--- src/rtl/slot_rom_arbiter.sv ---
// Slot card arbiter: C8 expansion-ROM window ownership,
// read-data/IRQ merge and read-drive conflict tracking.
module slot_rom_arbiter #(
  parameter int                   NUM_SLOTS = 7,
  parameter logic [NUM_SLOTS-1:0] ROM_MASK  = 7'b0000010,
  parameter logic [NUM_SLOTS-1:0] IRQ_MASK  = 7'b1111111
) (
  input  logic                   clk_logic,
  input  logic                   system_reset,
  input  logic                   bus_strobe_i,
  input  logic [15:0]            addr_i,
  input  logic                   rw_n_i,
  input  logic                   intcxrom_i,
  input  logic [NUM_SLOTS-1:0]   card_rd_en_i,
  input  logic [8*NUM_SLOTS-1:0] card_data_i,
  input  logic [NUM_SLOTS-1:0]   card_irq_n_i,
  output logic [2:0]             c8_owner_o,
  output logic [NUM_SLOTS-1:0]   c8_en_o,
  output logic [7:0]             data_o,
  output logic                   rd_en_o,
  output logic                   irq_n_o,
  output logic [2:0]             irq_slot_o,
  output logic                   conflict_o,
  output logic [7:0]             conflict_cnt_o
);

  logic                 claim;
  logic [2:0]           claim_slot;
  logic                 rel;
  logic                 bus_ok;
  logic [7:0]           rd_data;
  logic                 conflict;
  logic [NUM_SLOTS-1:0] pending;
  logic [2:0]           irq_slot;

  assign bus_ok  = bus_strobe_i && !intcxrom_i;
  assign rel     = addr_i == 16'hCFFF;
  assign pending = ~card_irq_n_i & IRQ_MASK;

  always_comb begin
    claim      = 1'b0;
    claim_slot = 3'd0;
    for (int i = 0; i < NUM_SLOTS; i++) begin
      if (addr_i[15:8] == 8'(32'hC1 + i) && ROM_MASK[i]) begin
        claim      = 1'b1;
        claim_slot = 3'(i + 1);
      end
    end
  end

  // Descending scans so the lowest index (slot 1) wins.
  always_comb begin
    rd_data  = 8'hFF;
    irq_slot = 3'd0;
    for (int i = NUM_SLOTS - 1; i >= 0; i--) begin
      if (card_rd_en_i[i]) rd_data = card_data_i[8*i +: 8];
      if (pending[i])      irq_slot = 3'(i + 1);
    end
  end

  assign conflict = rw_n_i && ($countones(card_rd_en_i) >= 2);

  always_comb begin
    c8_en_o = '0;
    for (int i = 0; i < NUM_SLOTS; i++) begin
      c8_en_o[i] = (c8_owner_o == 3'(i + 1)) && !intcxrom_i;
    end
  end

  always_ff @(posedge clk_logic) begin
    if (system_reset) begin
      c8_owner_o     <= 3'd0;
      data_o         <= 8'hFF;
      rd_en_o        <= 1'b0;
      irq_n_o        <= 1'b1;
      irq_slot_o     <= 3'd0;
      conflict_o     <= 1'b0;
      conflict_cnt_o <= 8'd0;
    end else begin
      if (bus_ok && rel)        c8_owner_o <= 3'd0;
      else if (bus_ok && claim) c8_owner_o <= claim_slot;
      data_o     <= rd_data;
      rd_en_o    <= rw_n_i && |card_rd_en_i;
      irq_n_o    <= ~|pending;
      irq_slot_o <= irq_slot;
      conflict_o <= conflict;
      if (bus_strobe_i && conflict && conflict_cnt_o != 8'hFF)
        conflict_cnt_o <= conflict_cnt_o + 8'd1;
    end
  end

endmodule

--- config.mk ---
export PLATFORM = sky130hd
export DESIGN_NAME = slot_rom_arbiter
export DESIGN_NICKNAME = d
export VERILOG_FILES = /design/src/rtl/slot_rom_arbiter.sv
export SDC_FILE = /design/constraint.sdc
export NUM_CORES = 1
export LEC_CHECK = 0
export ABC_AREA = 1
export CORE_MARGIN = 1.5
export CORE_UTILIZATION = 38
export DETAILED_ROUTE_END_ITERATION = 12
export PLACE_DENSITY = 0.91
export SETUP_SLACK_MARGIN = 0.02
export SYNTH_ARGS = -nofsm -noshare
export SYNTH_HDL_FRONTEND = slang
export SYNTH_SLANG_ARGS = --single-unit
--- constraint.sdc ---
create_clock -name clk_logic -period 4.75 [get_ports clk_logic]
set_input_delay 0.475 -clock clk_logic [delete_from_list [all_inputs] [get_ports clk_logic]]
set_output_delay 0.475 -clock clk_logic [all_outputs]
set_load 0.005 [all_outputs]
# == Word-level counts from Yosys, hierarchy flattened ==
# Index checks and enable logic that the tools add are counted.
# totals
output_inout_bits,32
latchBits,0
n_memories,0
ff_bits,25
rom_bits,0
input_bits,91
ram_bits,0
# classes
div,0
n_shift,0
magnitude_cmp,1
n_mux,16
multipliers,0
n_reduce_logical,21
n_bitwise,1
add_sub_neg,7
n_eq_ne,10
# ops
operator,n
two-way mux 8 bit,7
== test 16 bit (second input constant),1
logical AND 1 bit,14
OR reduction 7 bit,2
== test 3 bit (second input constant),4
two-way mux 3 bit,4
adder 8 x 1 -> 8 bit (second input constant),1
== test 8 bit (second input constant),1
!= test 8 bit (second input constant),1
inverter 7 bit,1
adder 1 x 1 -> 2 bit,3
== test 3 x 2 -> 1 bit (second input constant),2
two-way mux 2 bit,3
adder 3 x 3 -> 4 bit,1
>= comparator 4 x 2 -> 1 bit (second input constant),1
OR reduction 2 bit,2
OR reduction 4 bit,1
adder 2 x 1 -> 3 bit,1
adder 2 x 2 -> 3 bit,1
== test 3 x 1 -> 1 bit (second input constant),1
logical NOT 1 bit,2
two-way mux 1 bit,2

# == Logic depth before layout (Yosys ltp) ==
# Gate-level depths: netlist of the first run.
# logic_depth
word_depth,8
ltp_mapped,13

# == Least setup slack after synthesis of the first run ==
# No wires, ideal clock.
# synth_timing
path_type,input -> register
start,in card_rd_en_i[0]
end,reg conflict_cnt_o[3]
path_stages,13
required_time_ps,4684
setup_ps,66
setup_slack_ps,1642
arrival_time_ps,3042
path_cell_list,fa_1 inv_1 fa_1 inv_1 ha_1 a21o_1 fa_1 inv_1 a21oi_4 nand2_4 inv_2 nand2_1 a21oi_2
# synth_between
elab_chain_cells,7
# synth_lines
element,line,rtl
start: declaration,14,"input logic [NUM_SLOTS-1:0] card_rd_en_i,"
adder 1 x 1 -> 2 bit (not written as such),61,assign conflict = rw_n_i && ($countones(card_rd_en_i) >= 2);
adder 2 x 2 -> 3 bit (not written as such),61,
adder 3 x 3 -> 4 bit (not written as such),61,
>= comparator 4 x 2 -> 1 bit,61,
logical AND 1 bit,61,
logical AND 1 bit (2 in a row),87,if (bus_strobe_i && conflict && conflict_cnt_o != 8'hFF)
end signal: assignment,88,conflict_cnt_o <= conflict_cnt_o + 8'd1;
end: declaration,24,output logic [7:0] conflict_cnt_o
# No other way between the ends.
# A chain may end at the register's enable or synchronous reset.

# == Worst setup path after layout of the first run ==
# layout_timing
start,in card_rd_en_i[0]
end,reg conflict_cnt_o[7]
# Same word-level chain as after synthesis.

==> metrics.cfg, run 1 <==
[clock_network]
cts_hold_repair.buffers=0
clock_latency_ns=0.26
post_cts_resized=0
root_buffer=clkbuf_8
cts_tree=done
cts_made_buffers=3
postCtsSetupBuffers=0
ctsHtreeMaxLevel=1
cts_sinks=23
clockBufferDepth=2
path_clk_slew_ns=0.08

[sta]
worstMarginPinSlew_ns=0.687
slew_headroom_pct=54.1
final_hold_viol_count=0
drv_slew=0
whs_ns=0.548
fin_tns_setup_ns=0
setup_viol=0
period_needed_ns=3.66
fin_crit_sh_pct=77.0
skew_ns=0.00557
rsz0062_at_grt=no
max_freq_mhz=273

[placement]
io_buffers=114
gp_congestion=0.915
dp_hpwl_um=4300

[synth]
ys_types=29
synth_top_area_share_pct=26.6
ys_seq_area_share_pct=26.6
ys_async_sr_fraction_pct=0
yosysTopAreaCell=dfxtp_1
synth_area_leaders=dfxtp_1, nand2_1, nor2_1, a21oi_1, inv_1
yosys_warnings=0
synth-edff-count=0
dominantRegCellSynth=dfxtp_1
syn_area_um2=1730
synth_seq_cells=23
synth_cells=283
avgSynthCellArea_um2=6.13

[hold_path]
min_path_type=reg2reg

[floorplan]
initial_core_util_pct=39.6
io_pins=123
die_h_um=70.6
core-area_um2=4380
fp-row-count=24
die-area_um2=4980
die_w_um=70.6

[critical_path]
cp_slowest_cell=fa_1
slowest_delay_ns=0.54
crit_type=in2reg
critical_path_peak_fanout=18
cp_data_required_time_ns=4.93
path_cells=clkdlybuf4s50_1, buf_4, fa_1, inv_1, fa_1, inv_1, ha_1, a21o_1, fa_1, inv_1, a21oi_4, nand2_4, inv_2, nand2_1, a21oi_2
ff2ff_setup_slack_ns=3.30
cp_data_arrival_time_ns=3.84
cp-end-kind=flip-flop
setup.worst_path.start_class=primary input

[cells_and_area]
final_cell_mix=clkdlybuf4s50_1, nand2_1, nor2_1, inv_1, dfxtp_1
seqCellArea_um2=460
fill_cells=400
diodes=0
final_common_cell=clkdlybuf4s50_1
drive_gt1_share_pct=5.87
finalNetCount=490
syn2layout_area_growth_pct=68.1
multi_input_area_um2=1090

[power_and_ir_drop]
p_leak_nw=1.23
irDropWorstVdd_mv=0.115
powerDensity_nw_per_um2=180
finalPower_mw=0.526

[flow_run]
drv_cap=0

[routing]
drc=0
drt-initial-drc-count=99
viasPerCell=4.88
routed_wl_um=5480
drtAntennaViolNets=0
vias=2168
routedWlPerCell_um=12.3
drtPass1Iterations=4

[global_routing]
antenna_found_initial=0
grt_pass1_vias=2112
grt_max_degree=19
grt_pass1_wl_um=8900
overflow=0
grtUsageTotal_pct=21.8

[run_status]
status=completed

==> cells in the mapped netlist, types with 2 or more instances <==
cell,number
clkbuf_1,2
inv_1,23
nor2_4,2
buf_4,9
a21oi_1,19
inv_2,3
clkinv_1,2
ha_1,3
nand3_1,14
nand2_2,2
nand2_1,92
o21ai_0,11
nor3_1,4
nor2_2,2
nor2_1,41
buf_2,6
xor2_1,3
dfxtp_1,23
fa_1,3
a21oi_2,6
nand4_1,5
==> metrics by stage <==
| step | instance area (um2) | std cells | utilization (%) | setup WS (ns) |
|---|---|---|---|---|
| floorplan | 1760 | 290 | - | 1.64 |
| global placement | 2870 | 440 | 65.4 | 0.912 |
| detailed placement | 2870 | 440 | 65.4 | 0.816 |
| CTS | 2920 | 444 | 66.5 | 1.09 |
| global route | 2920 | 444 | 66.5 | 0.940 |
| finish | 2920 | 444 | 66.5 | 1.09 |
==> where the power goes <==
part	switching, mW	leakage, nW	internal [mW]
Clock	0.0625	0.0255	0.0585
Sequential	0.00500	0.190	0.203
Combinational	0.0826	1.02	0.114
==> worst paths after layout <==
kind / endpoint / start / cells after the start
max reg2reg: conflict_cnt_o[7]$_SDFFE_PP0P_ / conflict_cnt_o[0]$_SDFFE_PP0P_ / 8
min reg2reg: conflict_cnt_o[7]$_SDFFE_PP0P_ / conflict_cnt_o[7]$_SDFFE_PP0P_ / 2
max: conflict_cnt_o[7]$_SDFFE_PP0P_ / card_rd_en_i[0] / 15
min: conflict_cnt_o[7]$_SDFFE_PP0P_ / conflict_cnt_o[7]$_SDFFE_PP0P_ / 2
==> kinds of logic after synthesis <==
kind of cell | count (synthesis) | synth area share (%)
buf+inv | 45 | 12.1
xor+xnor | 3 | 1.52
flops | 23 | 26.6
other cells | 1 | 0.216
fa+ha+maj | 6 | 5.63
compound gates | 40 | 13.9
simple gates | 165 | 40.1
==> routing by layer <==
metal | track usage [%] | share of wire [%]
met1 | 24.5 | 39
met2 | 41.7 | 50
met3 | 5.98 | 10
met4 | 3.35 | 1.1
met5 | 0 | 0
==> area by class of cell <==
class,instances,area share (%)
clock inverters,1,0.172
flip-flops and latches,23,15.8
repair buffers,115,39.4
clock buffers,3,1.42
multi-input cells,222,37.4
inverters,28,3.61
well taps,52,2.23
==> sequential cells by signal, summed over array words and instances (netlist names) <==
signal          cells
conflict_cnt_o      8
c8_owner_o          1
irq_slot_o          3
irq_n_o             1
rd_en_o             1
conflict_o          1
data_o              8
==> critical path, delay by kind of cell <==
family                     cells  cell delay (ns)
AOI/OAI and AO/OA              3             0.50
buffers and inverters          6             0.91
and+or+nand+nor                2             0.19
adders and majority gates      4             1.76
Note: power is estimated with default switching activity, not from simulation.
==> inputs of run 2 (changes only) <==
--- a/config.mk
+++ b/config.mk
@@ -7,9 +7,9 @@
 export LEC_CHECK = 0
 export ABC_AREA = 1
 export CORE_MARGIN = 1.5
-export CORE_UTILIZATION = 38
+export CORE_UTILIZATION = 32
 export DETAILED_ROUTE_END_ITERATION = 12
-export PLACE_DENSITY = 0.91
+export PLACE_DENSITY = 0.82
 export SETUP_SLACK_MARGIN = 0.02
 export SYNTH_ARGS = -nofsm -noshare
 export SYNTH_HDL_FRONTEND = slang
==> constraint.sdc (replaced) <==
create_clock -name clk_logic -period 3 [get_ports clk_logic]
set_input_delay 0.3 -clock clk_logic [delete_from_list [all_inputs] [get_ports clk_logic]]
set_output_delay 0.3 -clock clk_logic [all_outputs]
set_load 0.005 [all_outputs]
==> run 2 against run 1 <==
  * Count of clock-buffer cells in the layout did not move
  * Core utilization down 7.6 points
  * Register-to-register slack worse by 1.7 ns
  * Via count grew 1.3%
  * Setup slack lost 0.98 ns
  * Power increased by 67%
  * Hold slack got worse by 0.050 ns
  * Clock power up 59%
  * Sequential share of layout area decreased by 0.68 points
  * Global-route usage fell by 2.2 points
  * Wire length grew 4.4%
==> metrics.cfg, run 2 (synthesis results as in run 1) <==
[floorplan]
core-area_um2=5170  ; +18%
initial_core_util_pct=33.5  ; -6.0 points
io_pins=123  ; unchanged
die_h_um=76.6  ; +8.6%
die-area_um2=5870  ; +18%
fp-row-count=26  ; +8.3%
die_w_um=76.6  ; +8.6%

[power_and_ir_drop]
power_frac_comb_pct=40.4  ; +3.1 points
finalPower_mw=0.876  ; +67%
powerDensity_nw_per_um2=288  ; +59%
p_sw_mw=0.252  ; +68%
switching_share_pct=28.8  ; +0.26 points
clockPowerShare_pct=21.9  ; -1.1 points
irDropWorstVdd_mv=0.208  ; +80%
seqPwrFrac_pct=37.7  ; -1.9 points
p_leak_nw=1.30  ; +5.2%
p_int_mw=0.624  ; +66%

[critical_path]
critical_path_peak_fanout=8  ; -10
path_cells=buf_6, fa_1, inv_1, fa_1, inv_2, ha_4, a21o_1, fa_1, inv_2, a21oi_4, nand2_4, inv_8, nand2_4, a21oi_2
r2r-start=conflict_cnt_o[0]$_SDFFE_PP0P_
cp-end-kind=flip-flop
cp_common_cell=fa_1
cp_data_arrival_time_ns=3.10  ; -0.74 ns
setup.worst_path.start_class=primary input
slowest_delay_ns=0.54  ; about the same
ff2ff_setup_slack_ns=1.62  ; -1.68 ns
crit_type=in2reg
cp_slowest_cell=fa_1
cp_data_required_time_ns=3.21  ; -1.72 ns
r2r-end=conflict_cnt_o[3]$_SDFFE_PP0P_
path_delay_family=adder cells
r2r_cells=8  ; unchanged
crit_buf_inv=5  ; -1

[routing]
drtPass1Iterations=6  ; +2
drc=0  ; unchanged
viasPerCell=4.66  ; -4.5%
vias=2196  ; +1.3%
drt-initial-drc-count=66  ; -33%
routed_wl_um=5720  ; +4.4%
routedWlPerCell_um=12.1  ; -1.6%
drtAntennaViolNets=0  ; unchanged

[cells_and_area]
multi_input_area_um2=1120  ; +3.0%
fill_cells=490  ; +23%
finalCoreUtilization_pct=58.9  ; -7.6 points
diodes=0  ; unchanged
syn2layout_area_growth_pct=75.7
seqCellArea_um2=460  ; unchanged
biggestRegsByFlops=conflict_cnt_o (8), data_o (8), irq_slot_o (3)
final_cell_mix=clkdlybuf4s50_1, nand2_1, nor2_1, dfxtp_1, inv_1
fin_cells=471  ; +6.1%
drive_gt1_share_pct=11.0  ; +5.1 points
finalNetCount=499  ; +1.8%
final_cell_area_um2=3050  ; +4.5%
final_common_cell=clkdlybuf4s50_1

[sta]
worst_slack_ns=0.109  ; -0.983 ns
max_freq_mhz=346
skew_ns=0.00916  ; +0.00360 ns
fin_crit_sh_pct=96.4
worstMarginPinSlew_ns=0.501  ; -0.186 ns
rsz0062_at_grt=yes
period_needed_ns=2.89
final_hold_viol_count=0  ; unchanged
setup_viol=0  ; unchanged
slew_headroom_pct=66.4  ; +12 points
drv_slew=0  ; unchanged

[clock_network]
cts_tree=done
ctsHtreeMaxLevel=1  ; unchanged
clockBufferDepth=2  ; unchanged
cts_sinks=23  ; unchanged
cts_made_buffers=3  ; unchanged
root_buffer=clkbuf_8
clock_latency_ns=0.27  ; about the same
path_clk_slew_ns=0.09  ; about the same

[flow_run]
drv_cap=0  ; unchanged

[global_routing]
grtUsageTotal_pct=19.6  ; -2.2 points
overflow=0  ; unchanged
use_met2_pct=36.7  ; -5.0 points
grt_max_degree=18  ; -1
grt_pass1_wl_um=9470  ; +6.4%
grt_pass1_vias=2143  ; +1.5%
top_usage_layer=met2
met3_usage_pct=4.07  ; -1.9 points
antenna_found_initial=0  ; unchanged
grt_util_met1_pct=23.0  ; -1.5 points

[hold_path]
hold_start=card_rd_en_i[0]
min_path_type=in2reg
min_path_cells=4  ; +2
hold_end=data_o[3]$_SDFF_PP1_

[placement]
placedCellCount=464  ; +5.5%
dpl_worst_slack_ns=-0.652  ; -1.47 ns
place_area_um2=2940  ; +2.4%
dp_hpwl_um=4510  ; +4.9%
gp_congestion=0.797  ; -13%
io_buffers=114  ; unchanged

[run_status]
status=completed

-- run 2: changes by cell type in the layout (fill, tap and decap cells not counted), moves of 2 or more --
cell	change
buf_4	+8
nand2_1	-5
nand2_2	+4
buf_6	+3
clkdlybuf4s50_1	-3
inv_1	-2
-- run 2: routing by layer --
metal,vias up,share of wire (%)
li1,1109,-
met1,986,42
met2,95,50
met3,6,7.3
met4,0,0.77
met5,-,0
-- run 2: cell type report --
cell class                      count  share of cell area, %
Tap cell                           70                   2.87
Multi-Input combinational cell    222                   36.8
Clock buffer                        3                   1.36
Clock inverter                      1                  0.164
Timing Repair Buffer              124                   40.0
Inverter                           28                   3.70
Sequential cell                    23                   15.1
-- run 2: metrics by stage --
step	hold WS [ns]	TNS [ns]
after floorplan	0.396	0
after global placement	0.523	-4.24
after detailed placement	0.529	-5.05
after CTS	0.491	0
after global routing	0.521	0
final	0.498	0
-- run 2: how the worst max path moves through the flow --
stage,startpoint,to,slack [ns],depth (start not counted)
CTS,card_rd_en_i[0],conflict_cnt_o[4]$_SDFFE_PP0P_,0.03,14
finish,card_rd_en_i[3],conflict_cnt_o[2]$_SDFFE_PP0P_,0.11,14
global route,card_rd_en_i[3],conflict_cnt_o[2]$_SDFFE_PP0P_,0.02,14
floorplan,card_rd_en_i[0],conflict_cnt_o[3]$_SDFFE_PP0P_,0.07,13
detailed placement,card_rd_en_i[0],conflict_cnt_o[2]$_SDFFE_PP0P_,-0.65,14
global placement,card_rd_en_i[0],conflict_cnt_o[3]$_SDFFE_PP0P_,-0.54,14
-- run 2: worst min-delay path, stage by stage --
cell     delay (ns)
buf_6          0.08
buf_4          0.21
a21oi_1        0.09
nand2_1        0.05
-- run 2: power by group through the flow --
stage	Sequential [mW]	Clock, mW	Combinational, mW
3_3_place_gp	0.338	0	0.310
6_report	0.330	0.192	0.354
2_1_floorplan	0.339	0	0.135
5_1_grt	0.333	0.215	0.389
4_1_cts	0.331	0.199	0.333
3_5_place_dp	0.338	0	0.316
-- run 2: what timing repair did --
item	4_1_cts	5_1_grt
pin swaps	8	9
hold buffers	0	0
resized for setup	18	11
buffers inserted	2	1
setup endpoints to repair	8	8
